File: src/rtl/morse_rx_decoder.sv
// Morse receiver: measures keyed-line mark/space runs, collects dots and dashes
// and emits one ASCII byte per letter plus 0x20 per word gap. Define
// MORSE_RX_DIGITS_EN to also decode the 5-element digit codes 0-9.
module morse_rx_decoder #(
   parameter int UNIT_CYCLES = 4,
   parameter int CNT_W       = 14
) (
   input  logic       clk,
   input  logic       rst,
   input  logic       key,
   output logic [7:0] data,
   output logic       valid,
   output logic       err
);

   localparam logic [CNT_W-1:0] DASH_MIN   = CNT_W'(2 * UNIT_CYCLES);
   localparam logic [CNT_W-1:0] LETTER_GAP = CNT_W'(2 * UNIT_CYCLES);
   localparam logic [CNT_W-1:0] WORD_GAP   = CNT_W'(5 * UNIT_CYCLES);
   localparam logic [CNT_W-1:0] CNT_MAX    = '1;
   localparam logic [CNT_W-1:0] CNT_ONE    = CNT_W'(1);

   typedef enum logic [1:0] {
      S_IDLE  = 2'd0,
      S_MARK  = 2'd1,
      S_SPACE = 2'd2,
      S_GAP   = 2'd3
   } state_t;

   state_t           state;
   state_t           state_next;
   logic             key_r;
   logic [CNT_W-1:0] cnt;
   logic [CNT_W-1:0] mark_len;
   logic [2:0]       len;
   logic [5:0]       bits;
   logic             ovf;
   logic             append;
   logic             emit_char;
   logic             emit_space;
   logic             elem_dash;
   logic [8:0]       code;

   // Returns {err, ascii}; bits above len are always zero, so {len, bits} is unique.
   function automatic logic [8:0] lookup(input logic [2:0] l, input logic [5:0] b);
      logic [8:0] r;
      r = {1'b1, 8'h3F};
      case ({l, b})
         {3'd2, 6'b000001}: r = {1'b0, 8'h41};
         {3'd4, 6'b001000}: r = {1'b0, 8'h42};
         {3'd4, 6'b001010}: r = {1'b0, 8'h43};
         {3'd3, 6'b000100}: r = {1'b0, 8'h44};
         {3'd1, 6'b000000}: r = {1'b0, 8'h45};
         {3'd4, 6'b000010}: r = {1'b0, 8'h46};
         {3'd3, 6'b000110}: r = {1'b0, 8'h47};
         {3'd4, 6'b000000}: r = {1'b0, 8'h48};
         {3'd2, 6'b000000}: r = {1'b0, 8'h49};
         {3'd4, 6'b000111}: r = {1'b0, 8'h4A};
         {3'd3, 6'b000101}: r = {1'b0, 8'h4B};
         {3'd4, 6'b000100}: r = {1'b0, 8'h4C};
         {3'd2, 6'b000011}: r = {1'b0, 8'h4D};
         {3'd2, 6'b000010}: r = {1'b0, 8'h4E};
         {3'd3, 6'b000111}: r = {1'b0, 8'h4F};
         {3'd4, 6'b000110}: r = {1'b0, 8'h50};
         {3'd4, 6'b001101}: r = {1'b0, 8'h51};
         {3'd3, 6'b000010}: r = {1'b0, 8'h52};
         {3'd3, 6'b000000}: r = {1'b0, 8'h53};
         {3'd1, 6'b000001}: r = {1'b0, 8'h54};
         {3'd3, 6'b000001}: r = {1'b0, 8'h55};
         {3'd4, 6'b000001}: r = {1'b0, 8'h56};
         {3'd3, 6'b000011}: r = {1'b0, 8'h57};
         {3'd4, 6'b001001}: r = {1'b0, 8'h58};
         {3'd4, 6'b001011}: r = {1'b0, 8'h59};
         {3'd4, 6'b001100}: r = {1'b0, 8'h5A};
`ifdef MORSE_RX_DIGITS_EN
         {3'd5, 6'b011111}: r = {1'b0, 8'h30};
         {3'd5, 6'b001111}: r = {1'b0, 8'h31};
         {3'd5, 6'b000111}: r = {1'b0, 8'h32};
         {3'd5, 6'b000011}: r = {1'b0, 8'h33};
         {3'd5, 6'b000001}: r = {1'b0, 8'h34};
         {3'd5, 6'b000000}: r = {1'b0, 8'h35};
         {3'd5, 6'b010000}: r = {1'b0, 8'h36};
         {3'd5, 6'b011000}: r = {1'b0, 8'h37};
         {3'd5, 6'b011100}: r = {1'b0, 8'h38};
         {3'd5, 6'b011110}: r = {1'b0, 8'h39};
`endif
         default: r = {1'b1, 8'h3F};
      endcase
      return r;
   endfunction

   // cnt holds the number of cycles key_r has been at its present level;
   // mark_len latches the finished mark run on the falling edge of the line.
   always_ff @(posedge clk) begin
      if (rst) begin
         key_r    <= 1'b0;
         cnt      <= '0;
         mark_len <= '0;
      end else begin
         key_r <= key;
         if (key != key_r)
            cnt <= CNT_ONE;
         else if (cnt != CNT_MAX)
            cnt <= cnt + 1'b1;
         if (key_r && !key)
            mark_len <= cnt;
      end
   end

   always_ff @(posedge clk) begin
      if (rst)
         state <= S_IDLE;
      else
         state <= state_next;
   end

   always_comb begin
      state_next = state;
      case (state)
         S_IDLE:  if (key_r) state_next = S_MARK;
         S_MARK:  if (!key_r) state_next = S_SPACE;
         S_SPACE: begin
            if (key_r)
               state_next = S_MARK;
            else if (cnt >= LETTER_GAP)
               state_next = S_GAP;
         end
         S_GAP: begin
            if (key_r)
               state_next = S_MARK;
            else if (cnt >= WORD_GAP)
               state_next = S_IDLE;
         end
         default: state_next = S_IDLE;
      endcase
   end

   // A rising line in SPACE/GAP is checked first: cnt then counts mark cycles.
   always_comb begin
      append     = 1'b0;
      emit_char  = 1'b0;
      emit_space = 1'b0;
      case (state)
         S_MARK:  append     = !key_r;
         S_SPACE: emit_char  = !key_r && (cnt >= LETTER_GAP);
         S_GAP:   emit_space = !key_r && (cnt >= WORD_GAP);
         default: ;
      endcase
   end

   assign elem_dash = (mark_len >= DASH_MIN);
   assign code      = lookup(len, bits);

   always_ff @(posedge clk) begin
      if (rst) begin
         len   <= 3'd0;
         bits  <= 6'd0;
         ovf   <= 1'b0;
         data  <= 8'h00;
         valid <= 1'b0;
         err   <= 1'b0;
      end else begin
         valid <= 1'b0;
         err   <= 1'b0;
         if (append) begin
            if (len == 3'd6) begin
               ovf <= 1'b1;
            end else begin
               bits <= {bits[4:0], elem_dash};
               len  <= len + 3'd1;
            end
         end
         if (emit_char) begin
            valid <= 1'b1;
            data  <= ovf ? 8'h3F : code[7:0];
            err   <= ovf | code[8];
            len   <= 3'd0;
            bits  <= 6'd0;
            ovf   <= 1'b0;
         end
         if (emit_space) begin
            valid <= 1'b1;
            data  <= 8'h20;
         end
      end
   end

endmodule

File: config.mk
export PLATFORM = sky130hd
export DESIGN_NAME = morse_rx_decoder
export DESIGN_NICKNAME = d
export VERILOG_FILES = /design/src/rtl/morse_rx_decoder.sv
export SDC_FILE = /design/constraint.sdc
export NUM_CORES = 1
export LEC_CHECK = 0
export ABC_AREA = 1
export ABC_CLOCK_PERIOD_IN_PS = 4700
export CELL_PAD_IN_SITES_DETAIL_PLACEMENT = 2
export CELL_PAD_IN_SITES_GLOBAL_PLACEMENT = 2
export CORE_ASPECT_RATIO = 0.7
export CORE_UTILIZATION = 36
export CTS_CLUSTER_SIZE = 40
export DETAILED_ROUTE_END_ITERATION = 12
export GPL_ROUTABILITY_DRIVEN = 0
export PLACE_DENSITY = 0.95
export SLEW_MARGIN = 40
export SYNTH_ARGS = -nofsm -noshare
export SYNTH_HDL_FRONTEND = slang
export SYNTH_SLANG_ARGS = --single-unit
File: constraint.sdc
create_clock -name clk -period 4.7 [get_ports clk]
set_input_delay 0.705 -clock clk [delete_from_list [all_inputs] [get_ports clk]]
set_output_delay 0.705 -clock clk [all_outputs]
set_load 0.01 [all_outputs]
Word level (Yosys, flattened, before mapping)
Index checks and enable logic that the tools add are counted.

word-level totals
  RAM bits = 0
  word-level logic and storage cells = 89
  input bits = 3
  bits in latches = 0
  memories kept = 0
  ROM bits = 0
  output and inout bits = 10
  register bits = 51

cells by class
  shift-type cells = 0
  reduce and logical (&&, ||, !) cells = 15
  muxes and demuxes = 18
  $lt $le $gt $ge = 3
  multiply operators = 0
  add/subtract/negate cells = 2
  bitwise operators = 3
  divide/modulo/power cells = 0
  eq/ne operators = 36

operators by type and width
  operator                 count
  $pmux W9 S26             1
  $eq A9 B8 Y1 const B     12
  $eq A9 B9 Y1 const B     12
  $ge A14 B4 Y1 const B    2
  $eq A9 B7 Y1 const B     2
  $add A14 B1 Y14 const B  1
  $ge A14 B5 Y1 const B    1
  $ne A14 B14 Y1 const B   1
  $mux W2                  6
  $mux W6                  2
  $mux W8                  1
  $pmux W2 S4              1
  $reduce_or A2 Y1         4
  $mux W1                  7
  $ne A3 B3 Y1 const B     2
  $eq A2 B2 Y1 const B     2
  $ne A2 B2 Y1 const B     2
  $reduce_and A2 Y1        2
  $reduce_and A4 Y1        1
  $reduce_bool A2 Y1       2
  $add A3 B1 Y3 const B    1
  $eq A3 B3 Y1 const B     1
  $logic_and A1 B1 Y1      3
  $eq A2 B1 Y1 const B     1
  5 further kinds          7

Logic depth before layout (Yosys ltp)
Gate-level depths: netlist (run 1).

  word-level depth = 5
  depth in mapped cells = 14
  mapped depth without buffers = 14

Least setup slack after synthesis (run 1)
Ideal clock, no wire load.

  path kind = input to register
  start = in key
  end = reg cnt[7]
  setup time = 0.080 ns
  buffers on the path = 0
  data required time = 4.620 ns
  arrival = 1.612 ns
  path slack = 3.008 ns
  stages on the path = 6
  cell sequence = inv_1 -> ha_1 -> inv_1 -> nor2_1 -> inv_1 -> nor3b_1

between the ends
  cells in the longest elaborated chain, start to end = 2

RTL lines
  what                               line  RTL
  start: declaration                 10    input logic key,
  $ne A1 B1 Y1                       100   if (key != key_r)
  $reduce_or A2 Y1 (no source line)  -
  end signal: assignment             103   cnt <= cnt + 1'b1;
  end: declaration                   32    logic [CNT_W-1:0] cnt;

No other way between the ends.
A chain may end at the register's enable or synchronous reset.

Worst setup path after layout (run 1)
  start = in key
  end = reg cnt[6]

Same word-level chain as after synthesis.

==> flow_metrics.tcl, run 1 <==
set metrics [dict create \
    synth_warnings 0 \
    drive_gt1_share_pct 11.9 \
    boundaryPins 13 \
    synth_cells 435 \
    synth_area_leaders "dfxtp_1, nand2_1, nor2_1" \
    fillers 904 \
    post_drt_wl_per_cell_um 18.8 \
    post-route-period-util_pct 50.7 \
    via_count 2924 \
    vdd_drop_max_v 0.000119 \
    yosysTopAreaCell "dfxtp_1" \
    synth_edf_count 0 \
    dr.pass1.iters 4 \
    grt_usage_pct 26.3 \
    cp.arrival_ps 2610 \
    outcome "completed" \
    tritoncts "yes" \
    vias_per_cell 5.38 \
    clock_path_buffers 2 \
    antenna_found_initial 0 \
    hold_viol 0 \
    async_flop_share_pct 0 \
    rows 26 \
    synth_seq_cells 47 \
    syn_nets 445 \
    cts.sinks 47 \
    leakagePower_nw 1.42 \
    placed_cells 535 \
    synthesis.area_um2 2790 \
    synth_top_area_share_pct 33.8 \
    maxCapViolCount 0 \
    cts_root_buf "clkbuf_8" \
    synthToLayoutAreaGrowth_pct 10.2 \
    ant_nets 0 \
    period_minus_slack_ps 2380 \
    wirelength_um 10200 \
    grt_pass1_vias 3012 \
    cts-hold-fix-buffers 0 \
    ys_types 30 \
    diodes 0 \
    dr.max_layer_used "met4" \
    drc 0 \
    worstSetupStartpointType "input pin" \
    fmax_ghz 0.420 \
    powerDensity_nw_per_um2 266 \
    gr-total-overflow 0 \
    wl_met1_um 5000 \
    cts_setup_buffers 0 \
    dp_hpwl_um 8100 \
    path_max_fanout 9 \
    syn_avg_cell_area_um2 6.40 \
    dieArea_um2 8100 \
    crit_path_end_kind "flip-flop" \
    drt_iter0_drc 156 \
    start_util_pct 37.7 \
    core-area_um2 7380 \
    die_h_um 75.6 \
    die_w_um 107 \
    clk_latency_ps 310 \
    tns_ps 0 \
    grt_start_max_net_pins 23 \
    grt_pass1_wl_um 16000 \
    routed-wl-met2_um 4620 \
    htree_levels 2 \
    numCtsBuffers 5 \
    max_slew_margin_pct 51.3 \
    synth_ff_type "dfxtp_1" \
    crit_required_ps 4930 \
    cts_resized 0 \
    hold_class "reg2reg" \
    ys_seq_area_share_pct 33.8 \
    nNetsFinal 454 \
    port_buffers 11 \
    clk_pin_slew_worst_paths_ps 100 \
    routed-wl-met3_um 495 \
    drv_slew 0 \
    skew_ps 15.6 \
    tightest_slew_ps 731 \
    path_class "in2reg" \
    setup_violations 0 \
    final_cells 543 \
    rsz0062_at_grt "false" \
]
state kept, by name (all words and copies together), names as in the netlist:
name	cells
cnt	14
mark_len	11
data	7
bits	6
len	3
state	2
err	1
key_r	1
ovf	1
valid	1
critical path: stages:
cell             delay (ps)
clkdlybuf4s50_1         460
inv_1                    60
ha_1                    300
inv_1                    40
nor2_1                  500
inv_1                   270
nor3_1                  260
metrics by stage:
stage | hold slack (ps) | power (mW) | setup WS (ps) | util, % | cell area [um^2]
final | 507 | 0.817 | 2320 | 41.6 | 3070
after global routing | 550 | 0.858 | 2210 | 41.6 | 3070
after CTS | 512 | 0.825 | 2330 | 41.6 | 3070
after detailed placement | 492 | 0.555 | 2030 | 40.2 | 2970
after global placement | 476 | 0.542 | 2280 | 40.2 | 2970
after floorplan | 454 | 0.515 | 3010 | - | 2790
routing by layer:
| metal | up-vias | global-route usage (%) |
|---|---|---|
| met2 | 77 | 42.9 |
| met5 | - | 0 |
| li1 | 1403 | - |
| met3 | 8 | 3.17 |
| met1 | 1436 | 37.8 |
| met4 | 0 | 5.02 |
report_power, final:
group | internal (mW) | switching, mW
Clock | 0.120 | 0.148
Combinational | 0.0340 | 0.0890
Sequential | 0.411 | 0.0142
final timing paths:
check,end,cells past startpoint,slack (ps),start
max,cnt[6],7,2320,key
min,cnt[4],2,510,cnt[3]
max reg2reg,cnt[10],12,2570,cnt[0]
min reg2reg,cnt[4],2,510,cnt[3]
cell type report:
| class | instances | area [um^2] | share of cell area (%) |
|---|---|---|---|
| multi-input combinational | 314 | 1550 | 50.6 |
| clock buffer | 6 | 82.6 | 2.69 |
| sequential | 47 | 941 | 30.7 |
| inverter | 65 | 244 | 7.95 |
| clock inverter | 2 | 16.3 | 0.530 |
| timing repair buffer | 11 | 110 | 3.59 |
| tap | 98 | 123 | 4.00 |
kinds of logic after synthesis:
| group | share of synthesized area (%) |
|---|---|
| and+or+nand+nor | 40.5 |
| xor gates and xnor gates | 0.944 |
| DFF | 33.8 |
| adders and majority gates | 3.14 |
| AOI/OAI and AO/OA | 11.1 |
| buffers and inverters | 10.5 |
| other | 0.135 |
cell usage in the layout, fill, tap and decap left out, drive strengths merged:
cell type / instances
nor2: 77
clkinvlp: 1
inv: 64
nor3: 13
nand3: 31
nor4: 3
nand3b: 2
clkdlybuf4s50: 11
a21oi: 29
conb: 1
xor2: 3
nor3b: 1
o21ai: 24
nand4: 10
clkinv: 2
nand2: 107
dfxtp: 47
a31oi: 5
o21bai: 1
clkbuf: 6
ha: 7
cells in the mapped netlist (5+ instances only):
cell / number
a21oi_1: 29
nand2_2: 10
ha_1: 7
nand4_1: 10
inv_1: 54
nor3_1: 11
a31oi_1: 5
o21ai_0: 22
nor2_2: 16
dfxtp_1: 47
nand2_1: 95
nand3_1: 28
nor2_1: 60
inv_2: 10
Power figures use the tool's default switching activity.
==> run 2, diff against run 1 <==
ABC_CLOCK_PERIOD_IN_PS = 2000   (was 4700)
CORE_UTILIZATION = 30   (was 36)
PLACE_DENSITY = 0.86   (was 0.95)
clock period = 2 ns   (was 4.7 ns; I/O delays follow)
==> run 2 against run 1 <==
Via count shrank 0.85%. Setup slack got worse by 2200 ps. Final cell count increased by 6.1%. Flip-flop and latch count is the same. Clock power rose to 3.5 times the previous value. Register-to-register slack lost 2400 ps. Clock-buffer cell count unchanged. Largest power group unchanged. Highest routed layer unchanged.
==> flow_metrics.tcl, run 2 (synthesis results as in run 1) <==
set metrics [dict create \
    placed_cells 569 \
    path_max_fanout 7 \
    dr.pass1.iters 4 \
    cts-hold-fix-buffers 0 \
    placed_area_um2 3060 \
    clk_latency_ps 280 \
    clock_path_buffers 2 \
    slowest_stage "dfxtp_1" \
    boundaryPins 13 \
    largest_reg_flops 14 \
    vias_per_cell 5.03 \
    powerDensity_nw_per_um2 688 \
    crit_family "simple AND/OR/NAND/NOR gates" \
    via_count 2899 \
    cts_root_buf "clkbuf_16" \
    gr-total-overflow 0 \
    wirelength_um 9830 \
    final_cells 576 \
    rsz0062_at_grt "true" \
    path_cells "ha_1 > nand2_1 > nor2_2 > nand2_1 > nand2_1 > nor2_2 > nand2_2 > nor2_4 > nand2_4 > nand4_1 > nand2_1 > inv_1" \
    period_minus_slack_ps 1840 \
    cts.sinks 47 \
    hold_viol 0 \
    clk_pin_slew_worst_paths_ps 60 \
    leakagePower_nw 1.49 \
    drv_slew 0 \
    drive_gt1_share_pct 14.6 \
    setup_violations 0 \
    grt_usage_pct 21.3 \
    crit_buf_inv 1 \
    fmax_ghz 0.545 \
    cpMostUsedCell "nand2_1" \
    post-route-period-util_pct 91.8 \
    grt_start_max_net_pins 23 \
    grt_pass1_wl_um 15500 \
    worstSetupStartpointType "flip-flop" \
    skew_ps 4.67 \
    hold_class "reg2reg" \
    grt_pass1_vias 2934 \
    cpPeakStageDelay_ps 380 \
    dp_hpwl_um 7390 \
    drt_iter0_drc 99 \
    die_h_um 82.6 \
    cts_setup_buffers 0 \
    largest_registers "cnt x14, mark_len x11, data x7" \
    maxCapViolCount 0 \
    tritoncts "yes" \
    htree_levels 2 \
    crit_path_end_kind "flip-flop" \
    vdd_drop_max_v 0.000316 \
    fin_hold_ws_ps 501 \
    port_buffers 11 \
    path_class "reg2reg" \
    final_common_cell "nand2_1" \
    start_util_pct 30.8 \
    final_area_um2 3250 \
    antenna_found_initial 0 \
    top_register "cnt" \
    numCtsBuffers 5 \
    layout_common_cells "nand2_1, nor2_1, inv_1, dfxtp_1, a21oi_1" \
    nNetsFinal 462 \
    crit_required_ps 2190 \
    max_slew_margin_pct 66.1 \
    diodes 0 \
    tightest_slew_ps 504 \
    die_w_um 117 \
    post_drt_wl_per_cell_um 17.1 \
    ant_nets 0 \
    cts_resized 0 \
    cp.arrival_ps 2020 \
    dieArea_um2 9680 \
    rows 29 \
    core-area_um2 9030 \
    drc 0 \
    synthToLayoutAreaGrowth_pct 16.7 \
    outcome "completed" \
]
==> run 2: metrics by stage <==
step	setup slack, ps	power [mW]	TNS, ps	util (%)
floorplan	457	1.21	0	-
global placement	173	1.28	0	33.9
detailed placement	86.9	1.31	0	33.9
CTS	17.8	2.26	0	35.7
global route	-10.8	2.34	-12.1	36.0
finish	164	2.24	0	36.0
==> run 2: final cells by class <==
| class | count | area [um^2] |
|---|---|---|
| Fill cell | 1110 | 5780 |
| Multi-Input combinational cell | 314 | 1580 |
| Clock inverter | 1 | 30.0 |
| Clock buffer | 6 | 129 |
| Sequential cell | 47 | 942 |
| Tap cell | 124 | 155 |
| Timing Repair Buffer | 19 | 170 |
| Inverter | 65 | 244 |
==> run 2: metal layers <==
metal	wire length (um)	GRT usage (%)	vias up
met5	0	0	-
met2	4510	34.1	41
met1	4920	29.7	1439
met4	71	4.68	0
met3	335	4.09	8
li1	-	-	1411
==> run 2: tightest hold or removal path, stage by stage (launching register included) <==
cell and delay [ps]:
dfxtp_1 330, nand2_1 70, a21oi_1 50
==> run 2: report_power, final <==
part           total, mW  switching [mW]  internal, mW  leakage (nW)
Sequential         0.999          0.0312         0.968         0.382
Combinational      0.301           0.210        0.0911          1.03
Clock              0.937           0.353         0.584        0.0769
==> run 2: worst paths after layout <==
check	slack (ps)	from	endpoint	cells past startpoint
max	160	len[1]	data[1]	12
min	500	cnt[3]	cnt[4]	2
max reg2reg	160	len[1]	data[1]	12
min reg2reg	500	cnt[3]	cnt[4]	2
